## config.mk

```make
export PLATFORM = sky130hd
export DESIGN_NAME = ad9643_axil_regs_flat
export DESIGN_NICKNAME = d
export VERILOG_FILES = /design/src/rtl/ad9643_axil_regs_pkg.sv /design/src/rtl/ad9643_axil_regs_if.sv /design/src/rtl/ad9643_axil_wr_ch.sv /design/src/rtl/ad9643_axil_regs.sv /design/src/flat_wrapper.sv
export SDC_FILE = /design/constraint.sdc
export NUM_CORES = 1
export LEC_CHECK = 0
export CAP_MARGIN = 10
export CORE_ASPECT_RATIO = 2
export CORE_UTILIZATION = 44
export CTS_BUF_LIST = sky130_fd_sc_hd__clkbuf_4 sky130_fd_sc_hd__clkbuf_8
export CTS_CLUSTER_SIZE = 10
export DETAILED_ROUTE_END_ITERATION = 12
export MAX_ROUTING_LAYER = met4
export PLACE_DENSITY = 0.76
export SETUP_SLACK_MARGIN = 0.02
export SLEW_MARGIN = 20
export SYNTH_ARGS = -nofsm -noshare
export SYNTH_HDL_FRONTEND = slang
export SYNTH_SLANG_ARGS = --single-unit
export TNS_END_PERCENT = 20
```

## constraint.sdc

```tcl
create_clock -name s_axi_aclk -period 4.5 [get_ports s_axi_aclk]
set_clock_uncertainty 0.1 [all_clocks]
set_input_delay 1.125 -clock s_axi_aclk [delete_from_list [all_inputs] [get_ports s_axi_aclk]]
set_output_delay 1.125 -clock s_axi_aclk [all_outputs]
set_load 0.005 [all_outputs]
```

## src/rtl/ad9643_axil_regs_pkg.sv

```systemverilog
// Shared definitions for the AD9643 capture-path AXI4-Lite register file:
// register byte offsets, CTRL bit positions, response codes and channel states.
package ad9643_regs_pkg;

  localparam logic [3:0] OFF_CTRL      = 4'h0;
  localparam logic [3:0] OFF_FRAME_LEN = 4'h4;
  localparam logic [3:0] OFF_STATUS    = 4'h8;
  localparam logic [3:0] OFF_SCRATCH   = 4'hC;

  localparam int CTRL_CAPTURE_EN = 0;
  localparam int CTRL_SOFT_RST   = 1;
  localparam int CTRL_TEST_MODE  = 2;

  localparam logic [1:0] RESP_OKAY   = 2'b00;
  localparam logic [1:0] RESP_SLVERR = 2'b10;

  typedef enum logic {WR_IDLE, WR_RESP} wr_state_t;
  typedef enum logic {RD_IDLE, RD_DATA} rd_state_t;

endpackage

```

## src/rtl/ad9643_axil_regs_if.sv

```systemverilog
// AXI4-Lite bus bundle between the configuration master and the AD9643
// register file. Clock and reset travel separately as plain ports.
interface ad9643_axil_if #(
  parameter int ADDR_WIDTH = 4
);
  logic [ADDR_WIDTH-1:0] awaddr;
  logic [2:0]            awprot;
  logic                  awvalid;
  logic                  awready;
  logic [31:0]           wdata;
  logic [3:0]            wstrb;
  logic                  wvalid;
  logic                  wready;
  logic [1:0]            bresp;
  logic                  bvalid;
  logic                  bready;
  logic [ADDR_WIDTH-1:0] araddr;
  logic [2:0]            arprot;
  logic                  arvalid;
  logic                  arready;
  logic [31:0]           rdata;
  logic [1:0]            rresp;
  logic                  rvalid;
  logic                  rready;

  modport master (
    output awaddr, awprot, awvalid, input awready,
    output wdata, wstrb, wvalid, input wready,
    input bresp, bvalid, output bready,
    output araddr, arprot, arvalid, input arready,
    input rdata, rresp, rvalid, output rready
  );

  modport slave (
    input awaddr, awprot, awvalid, output awready,
    input wdata, wstrb, wvalid, output wready,
    output bresp, bvalid, input bready,
    input araddr, arprot, arvalid, output arready,
    output rdata, rresp, rvalid, input rready
  );

endinterface

```

## src/rtl/ad9643_axil_wr_ch.sv

```systemverilog
// AXI4-Lite write channel: latches AW and W independently (either order or
// together), presents a single-cycle register write strobe on the edge where
// the second of the two is taken, then holds the B response until accepted.
module ad9643_axil_wr_ch
  import ad9643_regs_pkg::*;
#(
  parameter int ADDR_WIDTH = 4
) (
  input  logic                  clock_axi,
  input  logic                  aresetn,
  input  logic [ADDR_WIDTH-1:0] awaddr,
  input  logic                  awvalid,
  output logic                  awready,
  input  logic [31:0]           wdata,
  input  logic [3:0]            wstrb,
  input  logic                  wvalid,
  output logic                  wready,
  output logic [1:0]            bresp,
  output logic                  bvalid,
  input  logic                  bready,
  output logic                  wr_en,
  output logic [ADDR_WIDTH-1:0] wr_addr,
  output logic [31:0]           wr_data,
  output logic [3:0]            wr_strb
);

  wr_state_t             state;
  logic                  aw_held;
  logic                  w_held;
  logic [ADDR_WIDTH-1:0] addr_q;
  logic [31:0]           data_q;
  logic [3:0]            strb_q;
  logic                  aw_fire;
  logic                  w_fire;
  logic                  aw_have;
  logic                  w_have;
  logic                  commit;
  logic                  addr_mapped;

  // Merge latched and same-cycle AW/W beats into the commit strobe.
  always_comb begin
    aw_fire     = awvalid && awready;
    w_fire      = wvalid && wready;
    aw_have     = aw_held || aw_fire;
    w_have      = w_held || w_fire;
    commit      = (state == WR_IDLE) && aw_have && w_have;
    wr_addr     = aw_held ? addr_q : awaddr;
    wr_data     = w_held ? data_q : wdata;
    wr_strb     = w_held ? strb_q : wstrb;
    addr_mapped = (wr_addr >> 4) == '0;
    wr_en       = commit && addr_mapped;
  end

  // Hold the address/data of whichever beat arrived first.
  always_ff @(posedge clock_axi) begin
    if (aw_fire) addr_q <= awaddr;
    if (w_fire) begin
      data_q <= wdata;
      strb_q <= wstrb;
    end
  end

  // Write FSM: ready flags are registered so they drop during reset and B.
  always_ff @(posedge clock_axi) begin
    if (!aresetn) begin
      state   <= WR_IDLE;
      aw_held <= 1'b0;
      w_held  <= 1'b0;
      awready <= 1'b0;
      wready  <= 1'b0;
      bvalid  <= 1'b0;
      bresp   <= RESP_OKAY;
    end else begin
      case (state)
        WR_IDLE: begin
          if (commit) begin
            state   <= WR_RESP;
            aw_held <= 1'b0;
            w_held  <= 1'b0;
            awready <= 1'b0;
            wready  <= 1'b0;
            bvalid  <= 1'b1;
            bresp   <= addr_mapped ? RESP_OKAY : RESP_SLVERR;
          end else begin
            aw_held <= aw_have;
            w_held  <= w_have;
            awready <= !aw_have;
            wready  <= !w_have;
          end
        end
        WR_RESP: begin
          if (bready) begin
            state   <= WR_IDLE;
            bvalid  <= 1'b0;
            awready <= 1'b1;
            wready  <= 1'b1;
          end
        end
        default: state <= WR_IDLE;
      endcase
    end
  end

endmodule

```

## src/rtl/ad9643_axil_regs.sv

```systemverilog
// AXI4-Lite register file configuring the AD9643 LVDS capture path:
// CTRL (capture enable, soft reset pulse, test mode), FRAME_LEN, STATUS
// (sticky overflow, frame counter) and SCRATCH.
// Build option: define AD9643_AXIL_WSTRB_EN to honour per-byte write
// strobes; otherwise every write replaces the whole word.
module ad9643_axil_regs
  import ad9643_regs_pkg::*;
#(
  parameter int          ADDR_WIDTH    = 4,
  parameter int          DATA_WIDTH    = 32,
  parameter logic [15:0] FRAME_LEN_RST = 16'd1024
) (
  input  logic         s_axi_aclk,
  input  logic         s_axi_aresetn,
  ad9643_axil_if.slave s_axi,
  output logic         capture_en,
  output logic         test_mode,
  output logic         soft_rst,
  output logic [15:0]  frame_len,
  input  logic         ovf_pulse,
  input  logic         frame_pulse
);

  if (DATA_WIDTH != 32) begin : g_bad_data_width
    $error("ad9643_axil_regs: DATA_WIDTH must be 32");
  end
  if (ADDR_WIDTH < 4) begin : g_bad_addr_width
    $error("ad9643_axil_regs: ADDR_WIDTH must be at least 4");
  end

  logic                  wr_en;
  logic [ADDR_WIDTH-1:0] wr_addr;
  logic [31:0]           wr_data;
  logic [3:0]            wr_strb;
  logic [3:0]            wr_sel;
  logic [3:0]            rd_sel;
  logic [31:0]           ctrl_word;
  logic [31:0]           status_word;
  logic [31:0]           wr_old;
  logic [31:0]           wr_word;
  logic [31:0]           rd_word;
  logic                  soft_clr;
  logic                  ovf_w1c;
  logic                  rd_mapped;
  logic                  ovf;
  logic [15:0]           frame_cnt;
  logic [31:0]           scratch;
  rd_state_t             rd_state;
  logic                  arready_q;
  logic                  rvalid_q;
  logic [31:0]           rdata_q;
  logic [1:0]            rresp_q;

  // Protection bits and the byte lane of addresses carry no meaning here.
  wire unused_bits = ^{s_axi.awprot, s_axi.arprot, wr_addr};

  function automatic logic [31:0] merge_strb(input logic [31:0] old_val,
                                             input logic [31:0] new_val,
                                             input logic [3:0]  strb);
    logic [31:0] merged;
    logic        unused_args;
    unused_args = 1'b0;
`ifdef AD9643_AXIL_WSTRB_EN
    for (int i = 0; i < 4; i++) begin
      merged[8*i +: 8] = strb[i] ? new_val[8*i +: 8] : old_val[8*i +: 8];
    end
`else
    unused_args = ^{old_val, strb};
    merged      = new_val;
`endif
    return merged;
  endfunction

  ad9643_axil_wr_ch #(
    .ADDR_WIDTH(ADDR_WIDTH)
  ) u_wr_ch (
    .clock_axi (s_axi_aclk),
    .aresetn   (s_axi_aresetn),
    .awaddr    (s_axi.awaddr),
    .awvalid   (s_axi.awvalid),
    .awready   (s_axi.awready),
    .wdata     (s_axi.wdata),
    .wstrb     (s_axi.wstrb),
    .wvalid    (s_axi.wvalid),
    .wready    (s_axi.wready),
    .bresp     (s_axi.bresp),
    .bvalid    (s_axi.bvalid),
    .bready    (s_axi.bready),
    .wr_en     (wr_en),
    .wr_addr   (wr_addr),
    .wr_data   (wr_data),
    .wr_strb   (wr_strb)
  );

  // Software-visible images of the packed registers.
  always_comb begin
    ctrl_word                  = '0;
    ctrl_word[CTRL_CAPTURE_EN] = capture_en;
    ctrl_word[CTRL_TEST_MODE]  = test_mode;
    status_word                = {frame_cnt, 15'b0, ovf};
  end

  // Write decode. STATUS merges against zero so only strobed, written-one
  // bits clear the overflow flag.
  always_comb begin
    wr_sel = {wr_addr[3:2], 2'b00};
    case (wr_sel)
      OFF_CTRL:      wr_old = ctrl_word;
      OFF_FRAME_LEN: wr_old = {16'b0, frame_len};
      OFF_SCRATCH:   wr_old = scratch;
      default:       wr_old = '0;
    endcase
    wr_word  = merge_strb(wr_old, wr_data, wr_strb);
    soft_clr = wr_en && (wr_sel == OFF_CTRL) && wr_word[CTRL_SOFT_RST];
    ovf_w1c  = wr_en && (wr_sel == OFF_STATUS) && wr_word[0];
  end

  // Control registers and the soft reset pulse (high the cycle after commit).
  always_ff @(posedge s_axi_aclk) begin
    if (!s_axi_aresetn) begin
      capture_en <= 1'b0;
      test_mode  <= 1'b0;
      soft_rst   <= 1'b0;
      frame_len  <= FRAME_LEN_RST;
      scratch    <= '0;
    end else begin
      soft_rst <= soft_clr;
      if (wr_en) begin
        case (wr_sel)
          OFF_CTRL: begin
            capture_en <= wr_word[CTRL_CAPTURE_EN];
            test_mode  <= wr_word[CTRL_TEST_MODE];
          end
          OFF_FRAME_LEN: frame_len <= wr_word[15:0];
          OFF_SCRATCH:   scratch   <= wr_word;
          default: ;
        endcase
      end
    end
  end

  // Status: soft reset clears, a new overflow beats a simultaneous W1C.
  always_ff @(posedge s_axi_aclk) begin
    if (!s_axi_aresetn) begin
      ovf       <= 1'b0;
      frame_cnt <= '0;
    end else begin
      if (soft_clr)       ovf <= 1'b0;
      else if (ovf_pulse) ovf <= 1'b1;
      else if (ovf_w1c)   ovf <= 1'b0;

      if (soft_clr)         frame_cnt <= '0;
      else if (frame_pulse) frame_cnt <= frame_cnt + 16'd1;
    end
  end

  // Read decode against current register contents (pre-write on collisions).
  always_comb begin
    rd_sel    = {s_axi.araddr[3:2], 2'b00};
    rd_mapped = (s_axi.araddr >> 4) == '0;
    case (rd_sel)
      OFF_CTRL:      rd_word = ctrl_word;
      OFF_FRAME_LEN: rd_word = {16'b0, frame_len};
      OFF_STATUS:    rd_word = status_word;
      OFF_SCRATCH:   rd_word = scratch;
      default:       rd_word = '0;
    endcase
  end

  // Read FSM: capture data on the AR handshake, hold it until R is taken.
  always_ff @(posedge s_axi_aclk) begin
    if (!s_axi_aresetn) begin
      rd_state  <= RD_IDLE;
      arready_q <= 1'b0;
      rvalid_q  <= 1'b0;
      rdata_q   <= '0;
      rresp_q   <= RESP_OKAY;
    end else begin
      case (rd_state)
        RD_IDLE: begin
          if (s_axi.arvalid && arready_q) begin
            rd_state  <= RD_DATA;
            arready_q <= 1'b0;
            rvalid_q  <= 1'b1;
            rdata_q   <= rd_mapped ? rd_word : '0;
            rresp_q   <= rd_mapped ? RESP_OKAY : RESP_SLVERR;
          end else begin
            arready_q <= 1'b1;
          end
        end
        RD_DATA: begin
          if (s_axi.rready) begin
            rd_state  <= RD_IDLE;
            rvalid_q  <= 1'b0;
            arready_q <= 1'b1;
          end
        end
        default: rd_state <= RD_IDLE;
      endcase
    end
  end

  assign s_axi.arready = arready_q;
  assign s_axi.rvalid  = rvalid_q;
  assign s_axi.rdata   = rdata_q;
  assign s_axi.rresp   = rresp_q;

endmodule

```

## src/flat_wrapper.sv

```systemverilog
// flat-port wrapper written by rule: the top's interface ports become plain ports
module ad9643_axil_regs_flat import ad9643_regs_pkg::*;
#(
  parameter int          ADDR_WIDTH    = 4,
  parameter int          DATA_WIDTH    = 32,
  parameter logic [15:0] FRAME_LEN_RST = 16'd1024
)
  (s_axi_aclk, s_axi_aresetn, capture_en, test_mode, soft_rst, frame_len, ovf_pulse, frame_pulse, s_axi_awaddr, s_axi_awprot, s_axi_awvalid, s_axi_awready, s_axi_wdata, s_axi_wstrb, s_axi_wvalid, s_axi_wready, s_axi_bresp, s_axi_bvalid, s_axi_bready, s_axi_araddr, s_axi_arprot, s_axi_arvalid, s_axi_arready, s_axi_rdata, s_axi_rresp, s_axi_rvalid, s_axi_rready);
  ad9643_axil_if #(.ADDR_WIDTH(ADDR_WIDTH)) s_axi_i ();
  input  logic s_axi_aclk;
  input  logic s_axi_aresetn;
  output logic capture_en;
  output logic test_mode;
  output logic soft_rst;
  output logic [15:0] frame_len;
  input  logic ovf_pulse;
  input  logic frame_pulse;
  input wire logic [$bits(s_axi_i.awaddr)-1:0] s_axi_awaddr;
  input wire logic [$bits(s_axi_i.awprot)-1:0] s_axi_awprot;
  input wire logic [$bits(s_axi_i.awvalid)-1:0] s_axi_awvalid;
  output wire logic [$bits(s_axi_i.awready)-1:0] s_axi_awready;
  input wire logic [$bits(s_axi_i.wdata)-1:0] s_axi_wdata;
  input wire logic [$bits(s_axi_i.wstrb)-1:0] s_axi_wstrb;
  input wire logic [$bits(s_axi_i.wvalid)-1:0] s_axi_wvalid;
  output wire logic [$bits(s_axi_i.wready)-1:0] s_axi_wready;
  output wire logic [$bits(s_axi_i.bresp)-1:0] s_axi_bresp;
  output wire logic [$bits(s_axi_i.bvalid)-1:0] s_axi_bvalid;
  input wire logic [$bits(s_axi_i.bready)-1:0] s_axi_bready;
  input wire logic [$bits(s_axi_i.araddr)-1:0] s_axi_araddr;
  input wire logic [$bits(s_axi_i.arprot)-1:0] s_axi_arprot;
  input wire logic [$bits(s_axi_i.arvalid)-1:0] s_axi_arvalid;
  output wire logic [$bits(s_axi_i.arready)-1:0] s_axi_arready;
  output wire logic [$bits(s_axi_i.rdata)-1:0] s_axi_rdata;
  output wire logic [$bits(s_axi_i.rresp)-1:0] s_axi_rresp;
  output wire logic [$bits(s_axi_i.rvalid)-1:0] s_axi_rvalid;
  input wire logic [$bits(s_axi_i.rready)-1:0] s_axi_rready;
  assign s_axi_i.awaddr = s_axi_awaddr;
  assign s_axi_i.awprot = s_axi_awprot;
  assign s_axi_i.awvalid = s_axi_awvalid;
  assign s_axi_awready = s_axi_i.awready;
  assign s_axi_i.wdata = s_axi_wdata;
  assign s_axi_i.wstrb = s_axi_wstrb;
  assign s_axi_i.wvalid = s_axi_wvalid;
  assign s_axi_wready = s_axi_i.wready;
  assign s_axi_bresp = s_axi_i.bresp;
  assign s_axi_bvalid = s_axi_i.bvalid;
  assign s_axi_i.bready = s_axi_bready;
  assign s_axi_i.araddr = s_axi_araddr;
  assign s_axi_i.arprot = s_axi_arprot;
  assign s_axi_i.arvalid = s_axi_arvalid;
  assign s_axi_arready = s_axi_i.arready;
  assign s_axi_rdata = s_axi_i.rdata;
  assign s_axi_rresp = s_axi_i.rresp;
  assign s_axi_rvalid = s_axi_i.rvalid;
  assign s_axi_i.rready = s_axi_rready;
  ad9643_axil_regs #(.ADDR_WIDTH(ADDR_WIDTH), .DATA_WIDTH(DATA_WIDTH), .FRAME_LEN_RST(FRAME_LEN_RST)) u_core (.s_axi_aclk(s_axi_aclk), .s_axi_aresetn(s_axi_aresetn), .s_axi(s_axi_i), .capture_en(capture_en), .test_mode(test_mode), .soft_rst(soft_rst), .frame_len(frame_len), .ovf_pulse(ovf_pulse), .frame_pulse(frame_pulse));
endmodule
```

# == After elaboration in Yosys (flattened, before gate mapping) ==
# Index checks and enable logic that the tools add are counted.
# word_totals
output_inout_bits,60
register_bits,145
# op_classes
n_addsub,1
n_bitwise,3
muxes,27
n_eq_ne,10
n_reduce_logical,24
# op_table
op,count
32-bit one-hot mux with 4 select lines,1
32-bit 2-to-1 mux,1
1-bit 2-to-1 mux,17
"16-bit by 1-bit adder with 16-bit output, second input constant",1
1-bit one-hot mux with 2 select lines,7
2-bit AND reduction,6
1-bit logical AND,9
"2-bit equality test, second input constant",4
"2-bit by 1-bit equality test with 1-bit output, second input constant",2
2-bit zero test,2
4-bit zero test,1
4-bit 2-to-1 mux,1
"2-bit by 1-bit != test with 1-bit output, second input constant",2
"2-bit != test, second input constant",2
1-bit inverter,3
1-bit zero test,2
1-bit logical OR,2
2-bit nonzero test,1
2-bit OR reduction,1

# == Depth between registers and ports, before layout ==
# Gate-level depths: netlist (run 1).
# logic_depth
ltp_word,8
mapped_depth,7
depth_no_buf,5

# == By module ==
# A second synthesis (run 1) with hierarchy kept.
# hier_totals
hier_cells,619
hier_area_um2,6338.6
# modules_own_cells
module,seq_area_each_um2,cells_per_inst,area_each_um2,n_inst
ad9643_axil_regs,2062.0,505,4254.1,1
ad9643_axil_wr_ch,1321.3,114,2084.5,1

# == Worst setup path before layout (run 1) ==
# No wires, ideal clock.
# synth_timing
path_type,input-to-reg
from,in s_axi_awaddr[3]
to,reg u_core.frame_cnt[10]
arrival_ns,2.383
t_required_ns,4.285
slack_ns,1.903
path_stages,5
path_cell_list,mux2_4 > or4_4 > o31ai_4 > buf_4 > nor2_1
# synth_between
elab_chain_cells,5
# synth_lines
element,line_no,rtl
start: declaration,flat_wrapper.sv:18,input wire logic [$bits(s_axi_i.awaddr)-1:0] s_axi_awaddr;
4-bit 2-to-1 mux,ad9643_axil_wr_ch.sv:47,wr_addr = aw_held ? addr_q : awaddr;
2-bit zero test,ad9643_axil_regs.sv:114,soft_clr = wr_en && (wr_sel == OFF_CTRL) && wr_word[CTRL_SOFT_RST];
1-bit logical AND (2 in a row),ad9643_axil_regs.sv:114,
2-bit OR reduction (no source line),n/a,
end signal: assignment,ad9643_axil_regs.sv:153,else if (frame_pulse) frame_cnt <= frame_cnt + 16'd1;
end: declaration,ad9643_axil_regs.sv:46,logic [15:0] frame_cnt;
# No other way between the ends.
# A chain may end at the register's enable or synchronous reset.

# == Worst setup path in the final report (run 1) ==
# Ends and elaborated chain as after synthesis.

==> results of run 1 <==
==> kinds of logic after synthesis <==
kind of cell | count (synthesis) | synth area share [%]
fa+ha+maj | 1 | 0.206
buf+inv | 49 | 3.76
other cells | 1 | 0.0616
compound gates | 67 | 8.89
flops | 143 | 52.7
simple gates | 199 | 15.2
mux | 97 | 17.1
xor+xnor | 15 | 2.16
==> worst min path at each step <==
stage	end	slack [ns]	cells past startpoint
after CTS	u_core.scratch[9]	0.37	2
final	u_core.scratch[7]	0.36	2
after global placement	u_core.scratch[1]	0.34	2
after detailed placement	u_core.scratch[9]	0.35	2
after global routing	u_core.scratch[15]	0.38	2
after floorplan	u_core.scratch[1]	0.33	2
==> critical path, delay by kind of cell <==
family	cells	cell delay, ns
AOI/OAI and AO/OA	1	0.62
muxes	1	0.40
and+or+nand+nor	2	0.61
buffers and inverters	1	0.44
==> through the flow <==
stage / worst slack [ns] / cells
2_1_floorplan: 1.90 / 575
3_3_place_gp: 1.05 / 796
4_1_cts: 1.50 / 828
6_report: 1.49 / 828
3_5_place_dp: 1.01 / 796
5_1_grt: 1.42 / 828
==> placed cells by master, fill, tap and decap left out, types with 11 or more instances in the layout <==
master           synthesis  final
nand3_1                 50     50
mux2i_1                 53     53
clkbuf_8                 0     18
xnor2_1                 11     11
a21boi_0                33     33
o211a_1                 20     20
mux2_2                  42     42
clkdlybuf4s50_1          0     99
edfxtp_1                34     34
dfxtp_1                109    108
buf_4                    6     11
nand2_1                 89     89
nor2_1                  27     27
==> metal layers <==
| metal | global-route usage (%) | up-vias | share of wire (%) |
|---|---|---|---|
| li1 | - | 2177 | - |
| met1 | 20.7 | 2189 | 36 |
| met2 | 40.6 | 127 | 56 |
| met3 | 4.61 | 32 | 4.3 |
| met4 | 11.3 | 0 | 3.5 |
| met5 | - | - | 0 |
==> registers in the layout, summed over array words and instances (netlist names) <==
name / cells
u_core.capture_en: 1
u_core.u_wr_ch.data_q: 32
u_core.u_wr_ch.w_held: 1
u_core.ovf: 1
u_core.u_wr_ch.bvalid: 1
u_core.u_wr_ch.aw_held: 1
u_core.u_wr_ch.awready: 1
u_core.s_axi.rvalid: 1
u_core.u_wr_ch.state: 1
u_core.frame_len: 16
u_core.rd_state: 1
u_core.s_axi.arready: 1
u_core.soft_rst: 1
u_core.test_mode: 1
u_core.scratch: 32
u_core.frame_cnt: 16
u_core.u_wr_ch.wready: 1
u_core.u_wr_ch.addr_q: 2
u_core.s_axi.rdata: 32
==> report_power, final <==
part / internal, µW / switching (µW) / total (µW)
clock: 524 / 492 / 1020
sequential: 1350 / 20.2 / 1370
combinational: 115 / 130 / 245
total: 1990 / 643 / 2630
==> final cells by class <==
class	instances	area, µm²
fill	1161	5880
timing repair buffer	111	1080
clock buffer	20	263
clock inverter	12	136
inverter	4	15.0
multi-input combinational	383	2660
tap	155	194
sequential	143	3200
==> impl_metrics.tcl, run 1 <==
set metrics [dict create \
    run_status "complete, no violations" \
    min_period_ns 3.01 \
    ys_warn_count 0 \
    synth.top_cell.area_share_pct 35.9 \
    end_kind "register" \
    path_cells "clkdlybuf4s50_1 > mux2_4 > or4_4 > o31ai_4 > nor2_1" \
    dr.pass1.iters 4 \
    final.setup.tns_ns 0 \
    port_buffers 100 \
    hp-start "u_core.scratch[7]" \
    dieArea_um2 14300 \
    synth_commonest_cells "dfxtp_1 (109), nand2_1 (89), mux2i_1 (53)" \
    synth-seq-area-share_pct 52.7 \
    dieWidth_um 85.1 \
    final_hold_viol_count 0 \
    leakage_uw 0.00303 \
    power_density_nw_per_um2 349 \
    dpl-instance-area_um2 7150 \
    grt_pass1_vias 4693 \
    grt_pass1_wl_um 23200 \
    yosys.area.top_type "dfxtp_1" \
    setup_viol 0 \
    fin_area_um2 7550 \
    synthFlopType "dfxtp_1" \
    ys_ff_latch 143 \
    cts_num_sinks 143 \
    crit_required_ns 4.70 \
    fin_nets 720 \
    cp_max_fo 21 \
    place_congestion 0.817 \
    critPathKind "in -> reg" \
    grt_max_degree 43 \
    antenna_found_initial 0 \
    synth_edf_count 34 \
    clk_latency_ns 0.45 \
    fmax_mhz 332 \
    row_count 60 \
    clock_path_buffers 2 \
    grt_usage_pct 21.9 \
    start_kind "input pin" \
    dr.first_iter.drc_count 251 \
    finalPower_uw 2630 \
    postSynthCellCount 572 \
    cts_resized 0 \
    crit_end "u_core.frame_cnt[10]" \
    arrival_ns 3.21 \
    hold_ws_ns 0.364 \
    netlist_area_um2 6080 \
    yosysMostFrequentCell "dfxtp_1" \
    layout-drive-gt1-share_pct 14.0 \
    cts_buffers 17 \
    clockRootBuffer "clkbuf_8" \
    via_per_inst 5.46 \
    synth.area.top_cells "dfxtp_1 (36%), edfxtp_1 (17%), mux2i_1 (8.7%)" \
    critPathMaxStageDelay_ns 0.62 \
    overflow 0 \
    htree_levels 4 \
    reg2reg_slack_ns 2.10 \
    start_util_pct 45.3 \
    ys_types 42 \
    wl_um 14600 \
    cts.clk_slew.worst_paths_ns 0.07 \
    ys_async_sr_fraction_pct 0 \
    vias 4525 \
    slew_violations 0 \
    cp_slowest_cell "o31ai_4" \
    post-route-period-util_pct 66.8 \
    core_area_um2 13400 \
    n_antenna_cell 0 \
    post_cts_buffers 0 \
    rr_worst_depth 4 \
    cts_tree "done" \
    hp-class "reg -> reg" \
    r2r_end "u_core.frame_cnt[10]" \
    hpwl_um 10200 \
    layout-area-overhead-vs-synth_pct 24.2 \
    cts_hold_buf 0 \
    io_pins 119 \
    rsz0062_at_grt "false" \
    final_core_util_pct 56.2 \
    crit_start "s_axi_awaddr[3]" \
    relSlewSlack_pct 48.9 \
    cap_violations 0 \
    worst_pin_slew_ns 0.765 \
    wl_per_cell_um 17.6 \
    final_antenna_net_count 0 \
    drc_errors 0 \
    dieHeight_um 168 \
    syn_area_per_cell_um2 10.6 \
    irDropWorstVdd_uv 269 \
    r2r_start "u_core.u_wr_ch.aw_held" \
]
Note: power is estimated with default switching activity, not from simulation.
==> run 2: changes to the inputs <==
--- a/config.mk
+++ b/config.mk
@@ -12,7 +12,7 @@
 export CTS_CLUSTER_SIZE = 10
 export DETAILED_ROUTE_END_ITERATION = 12
 export MAX_ROUTING_LAYER = met4
-export PLACE_DENSITY = 0.76
+export PLACE_DENSITY = 0.78
 export SETUP_SLACK_MARGIN = 0.02
 export SLEW_MARGIN = 20
 export SYNTH_ARGS = -nofsm -noshare
==> constraint.sdc (replaced) <==
create_clock -name s_axi_aclk -period 2.5 [get_ports s_axi_aclk]
set_clock_uncertainty 0.1 [all_clocks]
set_input_delay 0.625 -clock s_axi_aclk [delete_from_list [all_inputs] [get_ports s_axi_aclk]]
set_output_delay 0.625 -clock s_axi_aclk [all_outputs]
set_load 0.005 [all_outputs]
==> run 2 against run 1 <==
Net effect:
- sequential share of layout area decreased by 1.2 points
- register-to-register slack got worse by 1.6 ns
- global-route usage increased by 0.73 points
- combinational power increased by 98%
- setup slack got worse by 1.1 ns
- flip-flop and latch count unchanged
- count of clock-buffer cells in the layout unchanged
==> impl_metrics.tcl, run 2 (synthesized netlist as in run 1, its figures left out) <==
set metrics [dict create \
    vias 4671 \
    final_core_util_pct 57.8 \
    rr_worst_depth 5 \
    cts_hold_buf 0 \
    hpwl_um 10700 \
    layout-drive-gt1-share_pct 15.6 \
    hp-class "reg -> reg" \
    crit_required_ns 1.77 \
    clockRootBuffer "clkbuf_8" \
    wl_um 15000 \
    place_congestion 0.871 \
    critPathKind "reg -> out" \
    rsz0062_at_grt "false" \
    core_area_um2 13400 \
    worst-path-buf-inv 1 \
    drc_errors 0 \
    overflow 0 \
    path_cells "clkdlybuf4s50_1" \
    final_hold_viol_count 0 \
    wl_per_cell_um 17.8 \
    leakage_uw 0.00312 \
    dr.first_iter.drc_count 288 \
    port_buffers 100 \
    end_kind "output pin" \
    cts_buffers 17 \
    run_status "complete, no violations" \
    grt_pass1_vias 4979 \
    row_count 60 \
    antenna_found_initial 0 \
    layout_common_cells "dfxtp_1 (108), clkdlybuf4s50_1 (99), nand2_1 (89), mux2i_1 (53), nand3_1 (50)" \
    fin_area_um2 7770 \
    grt_max_degree 36 \
    post-route-period-util_pct 85.3 \
    final_antenna_net_count 0 \
    worst_pin_slew_ns 0.604 \
    clock_path_buffers 2 \
    grt_usage_pct 22.6 \
    start_kind "register" \
    dieHeight_um 168 \
    clk_latency_ns 0.44 \
    fmax_mhz 469 \
    whs_path_depth 2 \
    dieArea_um2 14300 \
    fin_nets 732 \
    dieWidth_um 85.1 \
    irDropWorstVdd_uv 368 \
    post_cts_buffers 0 \
    power_density_nw_per_um2 617 \
    final.setup.tns_ns 0 \
    cts.clk_slew.worst_paths_ns 0.07 \
    relSlewSlack_pct 59.3 \
    dr.pass1.iters 6 \
    cts_num_sinks 143 \
    htree_levels 4 \
    cts_tree "done" \
    slew_violations 0 \
    finalPower_uw 4800 \
    min_period_ns 2.13 \
    start_util_pct 45.3 \
    cp_slowest_cell "clkdlybuf4s50_1" \
    cp.depth 1 \
    cp_max_fo 4 \
    arrival_ns 1.41 \
    final_common_cell "dfxtp_1" \
    critPathTopFamily "buffers and inverters" \
    via_per_inst 5.56 \
    critPathMaxStageDelay_ns 0.55 \
    setup_viol 0 \
    dpl-instance-area_um2 7370 \
    layout-area-overhead-vs-synth_pct 27.7 \
    fillers 1120 \
    cts_resized 0 \
    grt_pass1_wl_um 24300 \
    io_pins 119 \
    n_antenna_cell 0 \
    cap_violations 0 \
]
-- run 2: cell types whose count changed in the layout (fill, tap and decap cells not counted) --
cell        change
buf_12         +10
buf_4           +2
clkinv_4        -2
clkinvlp_4      +2
clkbuf_4        -1
clkbuf_8        +1
clkinv_1        -1
clkinv_2        +1
inv_6           +1
inv_8           -1
-- run 2: metrics by stage --
| step | instances | hold slack [ns] | worst slack [ns] |
|---|---|---|---|
| final | 840 | 0.364 | 0.366 |
| after global routing | 840 | 0.383 | 0.308 |
| after CTS | 840 | 0.367 | 0.336 |
| after detailed placement | 808 | 0.357 | -0.0453 |
| after global placement | 808 | 0.339 | -0.0245 |
| after floorplan | 575 | 0.331 | 0.403 |
-- run 2: final cells by class --
type / count / area, µm² / share of cell area, %
Multi-Input combinational cell: 383 / 2660 / 34.3
Sequential cell: 143 / 3200 / 41.2
Inverter: 4 / 15.0 / 0.193
Timing Repair Buffer: 123 / 1290 / 16.6
Clock inverter: 12 / 133 / 1.71
Tap cell: 155 / 194 / 2.50
Clock buffer: 20 / 269 / 3.46
-- run 2: metal layers --
metal | GRT usage (%) | up-vias | wire [µm]
met5 | - | - | 0
met1 | 20.9 | 2257 | 5360
met3 | 4.56 | 50 | 616
met2 | 41.1 | 159 | 8150
li1 | - | 2205 | -
met4 | 15.0 | 0 | 842
-- run 2: report_power, final --
group | switching [µW] | leakage, µW | internal (µW)
Clock | 885 | 0.000199 | 955
Sequential | 40.2 | 0.00120 | 2430
Combinational | 243 | 0.00173 | 242
Total | 1170 | 0.00312 | 3630
-- run 2: final timing paths --
kind	to	slack (ns)	from
hold / removal	u_core.scratch[1]	0.36	u_core.scratch[1]
hold reg to reg	u_core.scratch[1]	0.36	u_core.scratch[1]
setup reg to reg	u_core.frame_cnt[0]	0.51	u_core.u_wr_ch.aw_held
setup / recovery	s_axi_arready	0.37	u_core.s_axi.arready
==> run 3: changes to the inputs <==
--- a/config.mk
+++ b/config.mk
@@ -5,6 +5,7 @@
 export SDC_FILE = /design/constraint.sdc
 export NUM_CORES = 1
 export LEC_CHECK = 0
+export ABC_CLOCK_PERIOD_IN_PS = 2500
 export CAP_MARGIN = 10
 export CORE_ASPECT_RATIO = 2
 export CORE_UTILIZATION = 44
==> results of run 3 <==
No change in the layout: final DEF, timing and power equal those of run 2.
